### config.mk
export PLATFORM = sky130hd
export DESIGN_NAME = instr_fetch_stage
export DESIGN_NICKNAME = d
export VERILOG_FILES = /design/src/rtl/instr_fetch_stage.sv
export SDC_FILE = /design/constraint.sdc
export NUM_CORES = 1
export LEC_CHECK = 0
export ABC_CLOCK_PERIOD_IN_PS = 2200
export CAP_MARGIN = 10
export CELL_PAD_IN_SITES_DETAIL_PLACEMENT = 0
export CELL_PAD_IN_SITES_GLOBAL_PLACEMENT = 1
export CORE_UTILIZATION = 35
export CTS_BUF_LIST = sky130_fd_sc_hd__clkbuf_16
export DETAILED_ROUTE_END_ITERATION = 8
export PLACE_DENSITY_LB_ADDON = 0.1
export SLEW_MARGIN = 20
export SYNTH_ARGS = -nofsm -noshare
export SYNTH_HDL_FRONTEND = slang
export SYNTH_SLANG_ARGS = --single-unit
export TNS_END_PERCENT = 10
### constraint.sdc
create_clock -name clk -period 2.2 [get_ports clk]
set_clock_uncertainty 0.15 [all_clocks]
set_input_delay 0.22 -clock clk [delete_from_list [all_inputs] [get_ports clk]]
set_output_delay 0.22 -clock clk [all_outputs]
set_load 0.01 [all_outputs]
### src/rtl/instr_fetch_stage.sv
// Instruction fetch stage: owns the PC, issues imem word reads over req/ready,
// and presents one instruction plus its PC+4 per cycle to IF/ID (NOP when none).
// Optional feature macro: IF_MISALIGN_TRAP_EN (trap on misaligned redirect targets).
module instr_fetch_stage #(
   parameter logic [31:0] RESET_PC = 32'h0000_0000
) (
   input  logic        clk,
   input  logic        reset_n,
   input  logic        stall,
   input  logic        pc_src,
   input  logic [31:0] pc_target,
   output logic        imem_req,
   output logic [31:0] imem_addr,
   input  logic        imem_ready,
   input  logic [31:0] imem_rdata,
   output logic [31:0] pc_next_out,
   output logic [31:0] instruction_out,
   output logic        fetch_valid,
   output logic        misalign_err
);

   localparam int unsigned XLEN = 32;

   typedef enum logic [1:0] {
      FETCH = 2'd0,
      HOLD  = 2'd1,
      KILL  = 2'd2,
      ERR   = 2'd3
   } state_t;

   state_t            state, state_nxt;
   logic [XLEN-1:0]   fetch_pc, fetch_pc_nxt;
   logic [XLEN-1:0]   redirect_pc, redirect_pc_nxt;
   logic [XLEN-1:0]   hold_instr, hold_instr_nxt;
   logic [XLEN-1:0]   hold_pc4, hold_pc4_nxt;
   logic              err_q, err_nxt;
   logic [XLEN-1:0]   pc_plus4;
   logic [XLEN-1:0]   tgt;
   logic              tgt_bad;

   // Redirect target conditioning: trap on misalignment, or silently align.
`ifdef IF_MISALIGN_TRAP_EN
   assign tgt          = pc_target;
   assign tgt_bad      = |pc_target[1:0];
   assign misalign_err = err_q;
`else
   assign tgt          = pc_target & ~XLEN'(3);
   assign tgt_bad      = 1'b0;
   assign misalign_err = 1'b0;
`endif

   assign pc_plus4  = fetch_pc + XLEN'(4);
   assign imem_addr = fetch_pc;

   // State and datapath registers.
   always_ff @(posedge clk or negedge reset_n) begin
      if (!reset_n) begin
         state       <= FETCH;
         fetch_pc    <= RESET_PC;
         redirect_pc <= '0;
         hold_instr  <= '0;
         hold_pc4    <= '0;
         err_q       <= 1'b0;
      end else begin
         state       <= state_nxt;
         fetch_pc    <= fetch_pc_nxt;
         redirect_pc <= redirect_pc_nxt;
         hold_instr  <= hold_instr_nxt;
         hold_pc4    <= hold_pc4_nxt;
         err_q       <= err_nxt;
      end
   end

   // Next-state and output decode; redirect outranks stall and delivery.
   always_comb begin
      state_nxt       = state;
      fetch_pc_nxt    = fetch_pc;
      redirect_pc_nxt = redirect_pc;
      hold_instr_nxt  = hold_instr;
      hold_pc4_nxt    = hold_pc4;
      err_nxt         = err_q;
      imem_req        = 1'b0;
      instruction_out = '0;
      pc_next_out     = '0;
      fetch_valid     = 1'b0;

      case (state)
         FETCH: begin
            imem_req = 1'b1;
            if (pc_src) begin
               if (tgt_bad) err_nxt = 1'b1;
               if (imem_ready) begin
                  if (tgt_bad) begin
                     state_nxt = ERR;
                  end else begin
                     fetch_pc_nxt = tgt;
                  end
               end else begin
                  redirect_pc_nxt = tgt;
                  state_nxt       = KILL;
               end
            end else if (imem_ready) begin
               fetch_pc_nxt = pc_plus4;
               if (stall) begin
                  hold_instr_nxt = imem_rdata;
                  hold_pc4_nxt   = pc_plus4;
                  state_nxt      = HOLD;
               end else begin
                  instruction_out = imem_rdata;
                  pc_next_out     = pc_plus4;
                  fetch_valid     = 1'b1;
               end
            end
         end
         HOLD: begin
            if (pc_src) begin
               if (tgt_bad) begin
                  err_nxt   = 1'b1;
                  state_nxt = ERR;
               end else begin
                  fetch_pc_nxt = tgt;
                  state_nxt    = FETCH;
               end
            end else begin
               instruction_out = hold_instr;
               pc_next_out     = hold_pc4;
               fetch_valid     = 1'b1;
               if (!stall) state_nxt = FETCH;
            end
         end
         KILL: begin
            // Old request stays up at its old address until memory answers.
            imem_req = 1'b1;
            if (pc_src) begin
               redirect_pc_nxt = tgt;
               if (tgt_bad) err_nxt = 1'b1;
            end
            if (imem_ready) begin
               if (err_nxt) begin
                  state_nxt = ERR;
               end else begin
                  fetch_pc_nxt = pc_src ? tgt : redirect_pc;
                  state_nxt    = FETCH;
               end
            end
         end
         default: begin
            state_nxt = ERR;
         end
      endcase

      if (!reset_n) begin
         imem_req        = 1'b0;
         instruction_out = '0;
         pc_next_out     = '0;
         fetch_valid     = 1'b0;
      end
   end

endmodule

; ---- Word-level counts from Yosys, hierarchy flattened
; Cells that the tools add are included.
[word_totals]
mem_count = 0
in_bits = 69
mem_bits_ro = 0
out_inout_bits = 99
reg_bits = 131
ram_bits = 0
latch_bits = 0
word_cells = 69
[classes]
eq_ne = 12
order_cmp = 0
add_sub_neg = 1
div_mod_pow = 0
bitwise = 1
n_mul = 0
n_mux = 41
reduce_logical = 8
shifts = 0
[op_table]
columns = cell, count
row1 = $mux W32, 19
row2 = $pmux W32 S2, 3
row3 = $pmux W32 S3, 1
row4 = $add A32 B3 Y32 const B, 1
row5 = $mux W2, 8
row6 = $ne A2 B2 Y1 const B, 6
row7 = $ne A3 B3 Y1 const B, 4
row8 = $reduce_and A5 Y1, 2
row9 = $mux W1, 8
row10 = $pmux W2 S3, 1
row11 = $reduce_and A4 Y1, 1
row12 = $reduce_and A3 Y1, 1
row13 = $reduce_bool A3 Y1, 1
row14 = $eq A2 B1 Y1 const B, 1
row15 = $eq A2 B2 Y1 const B, 1
row16 = $logic_not A2 Y1, 1
row17 = $pmux W1 S2, 1
row18 = $reduce_bool A2 Y1, 1
row19 = $reduce_or A2 Y1, 1
row20 = $not A1 Y1, 1

; ---- Longest topological paths before layout
[logic_depth]
depth_word = 6
ltp_mapped = 10

; ---- Least setup slack after synthesis
; No wires, ideal clock.
[synth_timing]
path_kind = reg-to-output
start = register fetch_pc[2] (netlist: imem_addr[2])
end = output port pc_next_out[16]
required_ns = 1.830
path_stages_with_launch = 7
path_slack_ns = -0.020
t_arrival_ns = 1.850
path_cell_list = dfrtp_1 -> ha_1 -> nand2_1 -> nor4_4 -> nand3_1 -> xor2_1 -> o21ai_0
[synth_via]
elab_chain_cells = 6
[synth_rtl]
columns = item, line
row1 = start: declaration, 32  ; logic [XLEN-1:0] fetch_pc, fetch_pc_nxt;
row2 = start signal: assignment, 66  ; fetch_pc <= fetch_pc_nxt;
row3 = $add A32 B3 Y32, 52  ; assign pc_plus4 = fetch_pc + XLEN'(4);
row4 = $mux W32, 104  ; if (stall) begin
row5 = $mux W32, 102  ; end else if (imem_ready) begin
row6 = $mux W32, 90  ; if (pc_src) begin
row7 = $pmux W32 S2, 87  ; case (state)
row8 = $mux W32, 152  ; if (!reset_n) begin
row9 = end: declaration, 16  ; output logic [31:0] pc_next_out,
; Every way passes these cells.

; ---- Final worst setup path
[layout_timing]
start = register fetch_pc[6] (netlist: imem_addr[6])
end = output port pc_next_out[10]
; Same word-level chain as after synthesis.

==> flow_metrics.tcl <==
set metrics [dict create \
    antennaDiodeCount 0 \
    hp-class "in2reg" \
    ys_ff_latch 130 \
    post-route-drc-count 0 \
    synth_area_leaders "dfrtp_1, mux2_2, a22oi_1, nand2_1, o21ai_0" \
    critPathKind "reg2out" \
    cp.arrival_ns 2.22 \
    overflow 0 \
    seq_area_frac_synth_pct 43.7 \
    yosys-mux-area-fraction_pct 13.4 \
    cp.buffers_inverters 3 \
    synth-simple-area-share_pct 14.2 \
    grt_pass1_vias 6821 \
    syn_avg_cell_area_um2 9.51 \
    async_reset_ff_share_pct 100 \
    die_w_um 148 \
    syn_inst 783 \
    num-nets-final 1137 \
    grt_usage_pct 23.4 \
    crit_top_cell "buf_6" \
    path_clk_slew_ns 0.06 \
    numClockSinks 130 \
    port_buffers 164 \
    synth_cell_types 61 \
    n_fill_cell 1907 \
    required_ns 1.83 \
    clock-root-buffer "clkbuf_16" \
    yosysMostFrequentCell "dfrtp_1" \
    synth_fp_nets 856 \
    num_rows 53 \
    synth.top_cell.area_share_pct 43.7 \
    synth_top_family_by_area "compound AO/OA/AOI/OAI gates" \
    clk_latency_ns 0.42 \
    area_growth_pct 54.0 \
    start_kind "flip-flop" \
    cts_buffer_depth 2 \
    hold_violations 0 \
    ir_drop_uv 656 \
    place_congestion 0.860 \
    cp-end-kind "output pin" \
    antenna_found_initial 0 \
    fmax_mhz 387 \
    routedWlPerCell_um 19.0 \
    hpwlAfterDp_mm 18.0 \
    ys_warn_count 0 \
    grt_start_max_net_pins 131 \
    synth_compound_area_share_pct 20.7 \
    cp_slowest_cell "dfrtp_1" \
    start_util_pct 35.6 \
    cts-buffers-inserted 17 \
    tightest_slew_ns 0.832 \
    path_max_fanout 7 \
    via_per_inst 5.30 \
    maxSlewViolCount 0 \
    ios 168 \
    fp.coreArea_mm2 0.0210 \
    violations "negative setup slack" \
    syn_area_mm2 0.00745 \
    cp_top_family "simple AND/OR/NAND/NOR gates" \
    grt_pass1_wl_mm 39.0 \
    outcome "finished with violations" \
    synth_fa_ha_area_share_pct 0.672 \
    setup_viol 74 \
    p_per_area_mw_per_mm2 1440 \
    timing.final.crit_share_pct 118 \
    hold_slack_ns 0.266 \
    ff_latch_area_mm2 0.00325 \
    yosys.area.top_type "dfrtp_1" \
    vias 7162 \
    fin_ws_ns -0.386 \
    dieArea_mm2 0.0219 \
    finalPower_mw 16.5 \
    ys_top_cells_by_count "dfrtp_1, nand2_1, mux2_2, nor2_1, o21ai_0" \
    max_stage_delay_ns 0.40 \
    synth_ff_type "dfrtp_1" \
    slew_headroom_pct 44.5 \
    rsz0062_at_grt "true" \
    cts_tree "yes" \
    timing.final.crit_period_ns 2.59 \
    drive_gt1_share_pct 40.0 \
    synth_xor_area_share_pct 3.17 \
    multi_input_area_mm2 0.00440 \
    drv_cap 0 \
    firstDrtPassIters 5 \
    wirelength_mm 25.7 \
    crit_chain "nand4_4, buf_6, or3_4, buf_6, xor2_2, o21ai_1, buf_2" \
    h-tree-depth 4 \
    fp.dieH_um 148 \
    synth_edf_count 0 \
    final_core_util_pct 54.7 \
    power_leakage_nw 4.97 \
    final_antenna_net_count 0 \
    drt_iter0_drc 473 \
]
## cells in the final DEF (no fill, tap or decap), types with 4 or more instances in the layout
cell type        Yosys  final
o21ai_1             10     23
nand4_1              5      5
xor2_1              13      8
mux2_2              84     84
o21ai_2              0      6
a21oi_1             34     29
a22oi_1             49     36
xnor2_1             14      5
mux2i_1              5      5
inv_1                7      6
a21oi_2              0      5
a221oi_1            10     10
xnor2_2              0      8
o22a_1               9      9
nor2_1              63     61
clkinv_1             0      4
nand2b_1             7      7
a211oi_1             4      4
nand3_2              0      4
bufinv_16            0      4
buf_2               13     63
nand3_4              0      4
nand3_1             22     14
clkdlybuf4s50_1      0     96
nand2_1             93     89
buf_4                4    135
xor2_2               0      4
o21ai_0             56     35
clkbuf_16            0     18
a22o_1               7      7
o31ai_1              7      7
buf_12               0     14
o21a_1               7      7
a22oi_2              0     13
a21o_1               6      6
a31oi_1              8      8
dfrtp_1            130    129
buf_6                0     13
## flip-flops by register name, indices dropped and copies added, names as in the netlist
name	count
state	2
redirect_pc	32
imem_addr	32
hold_instr	32
hold_pc4	32
## timing repair
action / in CTS / in global routing
gates cloned: 1 / 1
hold buffers: 1 / 0
setup endpoints to repair: 88 / 125
setup buffers: 11 / 5
pin swaps: 18 / 35
gates resized for setup: 335 / 59
hold endpoints to repair: 58 / 0
## metal layers
layer / track usage, % / vias to the layer above / wire length, µm / part of all wire [%]
met5: 0 / - / 0 / 0
li1: - / 3412 / - / -
met2: 35.4 / 196 / 11700 / 46
met4: 6.03 / 0 / 290 / 1.1
met3: 4.20 / 20 / 1190 / 4.6
met1: 34.1 / 3534 / 12500 / 49
## final cells by class
type	count	share of cell area, %
multi-input cells	579	38.3
well taps	275	3.00
clock inverters	15	1.66
clock buffers	17	3.71
inverters	7	0.229
flip-flops and latches	130	28.4
repair buffers	329	24.7
## tightest hold or removal path, stage by stage
cell and delay [ns]:
buf_2 0.13, nor2b_4 0.13, buf_4 0.12, buf_4 0.12, o31ai_1 0.08
## where the power goes
part	total (mW)	switching, mW	internal (mW)
clock network	3.01	1.12	1.89
logic	9.29	4.72	4.58
registers	4.21	0.658	3.55
total	16.5	6.50	10.0
## cell families after synthesis
kind of cell,after synthesis
muxes,89
and+or+nand+nor,226
adders and majority gates,4
DFF,130
AOI/OAI and AO/OA,232
buffers and inverters,74
xor gates and xnor gates,27
other,1
## final timing paths
check                              from         endpoint  slack [ns]  cells after the start
hold reg to reg            hold_pc4[14]     hold_pc4[14]        0.33                      2
hold / removal                   pc_src         state[1]        0.27                      5
max in group asynchronous       reset_n  redirect_pc[14]        0.71                      4
setup reg to reg               state[0]    imem_addr[11]       -0.06                      9
min in group asynchronous       reset_n     imem_addr[2]        0.51                      4
setup / recovery           imem_addr[6]  pc_next_out[10]       -0.39                      7
## stage by stage
stage	setup TNS (ns)	setup slack (ns)	instance area, µm²	cells
detailed placement	-24.35	-0.468	10500	1301
CTS	-21.67	-0.414	11200	1346
floorplan	-0.187	-0.0155	7450	783
global placement	-22.27	-0.520	10500	1301
finish	-17.64	-0.386	11500	1352
global route	-26.74	-0.475	11500	1352
Power figures use the tool's default switching activity.
